===== src/rtl/if_stage_pkg.sv =====
// Shared widths, reset PC and bus layouts for the instruction-fetch stage.
package if_stage_pkg;

  localparam int IF_TO_ID_BUS_WIDTH = 64;
  localparam int ID_TO_IF_BUS_WIDTH = 34;
  localparam logic [31:0] RESET_PC  = 32'h1c000000;

  typedef struct packed {
    logic        br_taken;
    logic [31:0] br_target;
    logic        br_cancle;
  } id_to_if_t;

  typedef struct packed {
    logic [31:0] inst;
    logic [31:0] pc;
  } if_to_id_t;

endpackage


===== src/rtl/if_stage.sv =====
// Instruction fetch: next-PC selection, inst SRAM request, IF pipeline register
// and a one-entry buffer that keeps returned SRAM data alive across ID stalls.
module if_stage
  import if_stage_pkg::*;
(
  input  logic                          clk,
  input  logic                          reset,
  input  logic [ID_TO_IF_BUS_WIDTH-1:0] id_to_if_bus,
  input  logic                          id_allow_in,
  output logic                          if_to_id_valid,
  output logic [IF_TO_ID_BUS_WIDTH-1:0] if_to_id_bus,
  output logic                          inst_sram_en,
  output logic [3:0]                    inst_sram_we,
  output logic [31:0]                   inst_sram_addr,
  output logic [31:0]                   inst_sram_wdata,
  input  logic [31:0]                   inst_sram_rdata
);

  id_to_if_t   w_id_bus;
  if_to_id_t   w_out_bus;
  logic        w_to_if_valid;
  logic        w_if_ready_go;
  logic        w_if_allow_in;
  logic [31:0] w_seq_pc;
  logic [31:0] w_nextpc;
  logic        w_unused_br_taken;

  logic        r_if_valid;
  logic [31:0] r_if_pc;
  logic        r_buf_valid;
  logic [31:0] r_inst_buf;

  assign w_id_bus = id_to_if_t'(id_to_if_bus);
  // br_taken alone may carry a stale target from a stalled branch; only br_cancle redirects.
  assign w_unused_br_taken = w_id_bus.br_taken;

  assign w_to_if_valid = ~reset;
  assign w_if_ready_go = 1'b1;
  assign w_seq_pc      = r_if_pc + 32'd4;
  assign w_nextpc      = w_id_bus.br_cancle ? w_id_bus.br_target : w_seq_pc;
  assign w_if_allow_in = ~r_if_valid | (w_if_ready_go & id_allow_in) | w_id_bus.br_cancle;

  assign inst_sram_en    = w_to_if_valid & w_if_allow_in;
  assign inst_sram_we    = 4'b0000;
  assign inst_sram_addr  = w_nextpc;
  assign inst_sram_wdata = 32'b0;

  assign if_to_id_valid = r_if_valid & w_if_ready_go;
  assign w_out_bus.inst = r_buf_valid ? r_inst_buf : inst_sram_rdata;
  assign w_out_bus.pc   = r_if_pc;
  assign if_to_id_bus   = w_out_bus;

  always_ff @(posedge clk) begin
    if (reset) begin
      r_if_valid <= 1'b0;
      r_if_pc    <= RESET_PC - 32'd4;
    end else if (w_if_allow_in) begin
      r_if_valid <= w_to_if_valid;
      r_if_pc    <= w_nextpc;
    end
  end

  // SRAM data is only valid the cycle after the request, so hold it while ID stalls.
  always_ff @(posedge clk) begin
    if (reset) begin
      r_buf_valid <= 1'b0;
      r_inst_buf  <= 32'b0;
    end else if (id_allow_in || w_id_bus.br_cancle) begin
      r_buf_valid <= 1'b0;
    end else if (r_if_valid && !r_buf_valid) begin
      r_buf_valid <= 1'b1;
      r_inst_buf  <= inst_sram_rdata;
    end
  end

endmodule

===== config.mk =====
export PLATFORM = sky130hd
export DESIGN_NAME = if_stage
export DESIGN_NICKNAME = d
export VERILOG_FILES = /design/src/rtl/if_stage_pkg.sv /design/src/rtl/if_stage.sv
export SDC_FILE = /design/constraint.sdc
export NUM_CORES = 1
export LEC_CHECK = 0
export ABC_AREA = 1
export CORE_ASPECT_RATIO = 1.25
export CORE_MARGIN = 2
export CORE_UTILIZATION = 45
export CTS_CLUSTER_SIZE = 10
export DETAILED_ROUTE_END_ITERATION = 16
export PLACE_DENSITY = 0.95
export SETUP_SLACK_MARGIN = 0.5
export SYNTH_ARGS = -nofsm -noshare
export SYNTH_HDL_FRONTEND = slang
export SYNTH_SLANG_ARGS = --single-unit

===== constraint.sdc =====
create_clock -name clk -period 2.6 [get_ports clk]
set_clock_uncertainty 0.15 [all_clocks]
set_input_delay 0.52 -clock clk [delete_from_list [all_inputs] [get_ports clk]]
set_output_delay 0.52 -clock clk [all_outputs]
set_load 0.02 [all_outputs]

==> flow_metrics.tcl <==
set metrics [dict create \
    dp_cells 1002 \
    r2r-end "r_if_pc[13]$_SDFFE_PP1N_" \
    clk_path_buf_depth 2 \
    synth_mux_area_share_pct 0 \
    final_core_util_pct 85.5 \
    setup.worst_path.class "reg2out" \
    setup_viol 3 \
    grt_pass1_vias 5564 \
    initial_core_util_pct 46.6 \
    n_fill_cell 441 \
    yosys_warnings 0 \
    crit_path_max_fanout 3 \
    synth-simple-area-share_pct 30.3 \
    placementRows 39 \
    violations "setup timing" \
    vias 6095 \
    first_iter_violations 900 \
    fin_nets 1007 \
    die_area_um2 10300 \
    ys_async_sr_fraction_pct 0 \
    vdd_drop_max_mv 0.406 \
    io_buffer_count 165 \
    dp_slack_ps -326 \
    min_path_type "reg2reg" \
    rsz0062_at_grt "true" \
    dpl.hpwl_mm 10.4 \
    ff2ff_setup_slack_ps 120 \
    crit_path_max_incr_delay_ps 360 \
    fin_crit_sh_pct 104 \
    fin_crit_ps 2710 \
    ctsHoldBuffers 0 \
    clock_latency_ps 340 \
    syn_area_um2 4280 \
    finalWirelength_mm 21.9 \
    synth_xor_area_share_pct 1.23 \
    timing.final.ws_setup_ps -113 \
    final-max-slew-violation-count 0 \
    hold_violations 0 \
    total_power_mw 4.14 \
    postRouteAntennaNets 0 \
    path_cells "buf_6, buf_4, buf_4, nand3_1, nand2_1, a31oi_1, buf_4" \
    fin_cells 1065 \
    synthAdderAreaFrac_pct 0.292 \
    root_buffer "clkbuf_16" \
    seq_area_frac_synth_pct 30.9 \
    grt_overflow_total 0 \
    multi_input_area_um2 2970 \
    r2r_cells 16 \
    ios 203 \
    ys.flop_type "dfxtp_1" \
    power_density_nw_per_um2 527 \
    cts_tree "yes" \
    dr.pass1.iters 8 \
    hold_depth 2 \
    core_area_um2 9170 \
    gp_routability_congestion 0.954 \
    start_kind "register" \
    remaining_drc_errors 0 \
    clk_pin_slew_ps 60 \
    worstHoldStart "r_inst_buf[26]$_SDFFE_PP0P_" \
    p_leak_nw 3.73 \
    synth_edf_count 0 \
    synthCells 686 \
    clock-sinks 66 \
    cp.arrival_ps 2040 \
    synth_top_family_by_area "simple AND/OR/NAND/NOR gates" \
    htreeDepth 3 \
    crit_top_cell "buf_4" \
    grt_pass1_wl_mm 27.0 \
    track_usage_pct 32.6 \
    die_y_um 113 \
    grt_max_degree 64 \
    ff_latch_area_um2 1370 \
    yosys_register_bits 66 \
    cap_violations 0 \
    crit_slowest_cell "dfxtp_4" \
    antenna_found_initial 1 \
    avgRoutedWirePerCell_um 20.6 \
    syn_to_final_growth_pct 83.3 \
    die_w_um 91.2 \
    cts_buffers 9 \
    hold_end "r_inst_buf[26]$_SDFFE_PP0P_" \
    synth_area_per_cell_um2 6.24 \
    status "finished with violations" \
    synth_compound_gate_area_share_pct 19.9 \
    cp-end-kind "output port" \
    worstPathRequired_ps 1930 \
    whs_ps 294 \
    avgViaCountPerCell 5.72 \
    diodes 0 \
    yosysUniqueCellTypes 37 \
    drive_above_1_share_pct 39.2 \
    r2r_start "r_if_pc[2]$_SDFFE_PP1N_" \
    clock.fmax_ghz 0.369 \
]
[cells in the mapped netlist, drive strengths merged (2+ instances only)]
library cell / count / area [um^2]
a21boi: 2 / 15.0
a21oi: 38 / 190
a31oi: 5 / 43.8
and2: 4 / 25.0
buf: 48 / 335
clkbuf: 20 / 75.1
clkinv: 2 / 7.51
dfxtp: 66 / 1320
inv: 86 / 323
nand2: 178 / 686
nand3: 44 / 220
nand3b: 3 / 22.5
nor2: 62 / 258
nor3: 2 / 21.3
o211ai: 11 / 82.6
o21a: 7 / 52.6
o21ai: 88 / 444
or2: 9 / 56.3
xor2: 6 / 52.6
[state kept, by name (all words and copies together) (netlist names)]
register and count:
r_if_pc 32, r_inst_buf 32, if_to_id_valid 1, r_buf_valid 1
[worst max-delay path by stage]
stage                              from                  to  depth (start not counted)
2_1_floorplan  r_if_pc[10]$_SDFFE_PP1N_  inst_sram_addr[12]                          6
3_3_place_gp            id_to_if_bus[0]  inst_sram_addr[14]                          7
3_5_place_dp            id_to_if_bus[0]  inst_sram_addr[15]                          7
4_1_cts         r_if_pc[2]$_SDFFE_PP1N_  inst_sram_addr[13]                          9
5_1_grt         r_if_pc[3]$_SDFFE_PP1N_  inst_sram_addr[16]                          8
6_report        r_if_pc[3]$_SDFFE_PP1N_   inst_sram_addr[5]                          7
[logic make-up after synthesis]
kind of cell | after synthesis
AOI/OAI and AO/OA | 153
buffers and inverters | 156
DFF | 66
and+or+nand+nor | 303
adders and majority gates | 1
other | 1
xor gates and xnor gates | 6
[critical path: cells and delay by family, from the launching register on]
kind                   cells  cell delay (ps)
DFF                        1              360
buffers and inverters      4              560
and+or+nand+nor            2              490
AOI/OAI and AO/OA          1              280
[metal layers]
metal	vias up	track usage [%]	wire [um]	part of all wire, %
li1	2620	-	-	-
met5	-	0	0	0
met2	559	57.6	10300	47
met3	176	10.4	2640	12
met4	0	19.4	1740	7.9
met1	2740	33.7	7200	33
[metrics by stage]
step / TNS (ps) / instance area (um^2)
after floorplan: 0 / 4450
after global routing: -479 / 7840
after detailed placement: -7990 / 6370
final: -174 / 7840
after global placement: -7490 / 6370
after CTS: 0 / 7010
[area by class of cell]
cell class / instances / area share [%]
clock buffers: 14 / 3.37
clock inverters: 2 / 0.447
inverters: 88 / 4.37
multi-input cells: 499 / 37.9
flip-flops and latches: 66 / 17.5
well taps: 123 / 1.96
repair buffers: 273 / 34.5
[cell usage in the layout, fill, tap and decap left out, types with 4 or more instances in the layout]
cell / count
nand2_1: 128
buf_4: 87
inv_1: 78
clkdlybuf4s50_1: 73
buf_6: 57
o21ai_0: 45
dfxtp_1: 41
nand2_2: 38
conb_1: 36
a21oi_1: 34
nand3_1: 32
o21ai_1: 25
nor2_4: 24
nor2_1: 22
dlymetal6s2s_1: 18
dfxtp_2: 18
nor2_2: 16
buf_2: 15
o21ai_2: 14
nand2_4: 12
clkbuf_16: 12
nand3_2: 11
o211ai_1: 11
dlygate4sd2_1: 8
o21a_1: 7
or2_2: 7
buf_12: 7
dfxtp_4: 7
inv_2: 6
xor2_1: 4
and2_4: 4
o21ai_4: 4
a21oi_2: 4
[report_power, final]
group | switching [mW] | internal [mW]
logic | 0.982 | 0.731
clock network | 0.468 | 0.795
registers | 0.0728 | 1.09
[repair_timing]
action                                  CTS  global route
pin swaps                                43            59
endpoints found under the setup margin  119            81
gates resized for setup                 453           207
gates cloned                              2             6
setup buffers                            24            15
Power figures use the tool's default switching activity.
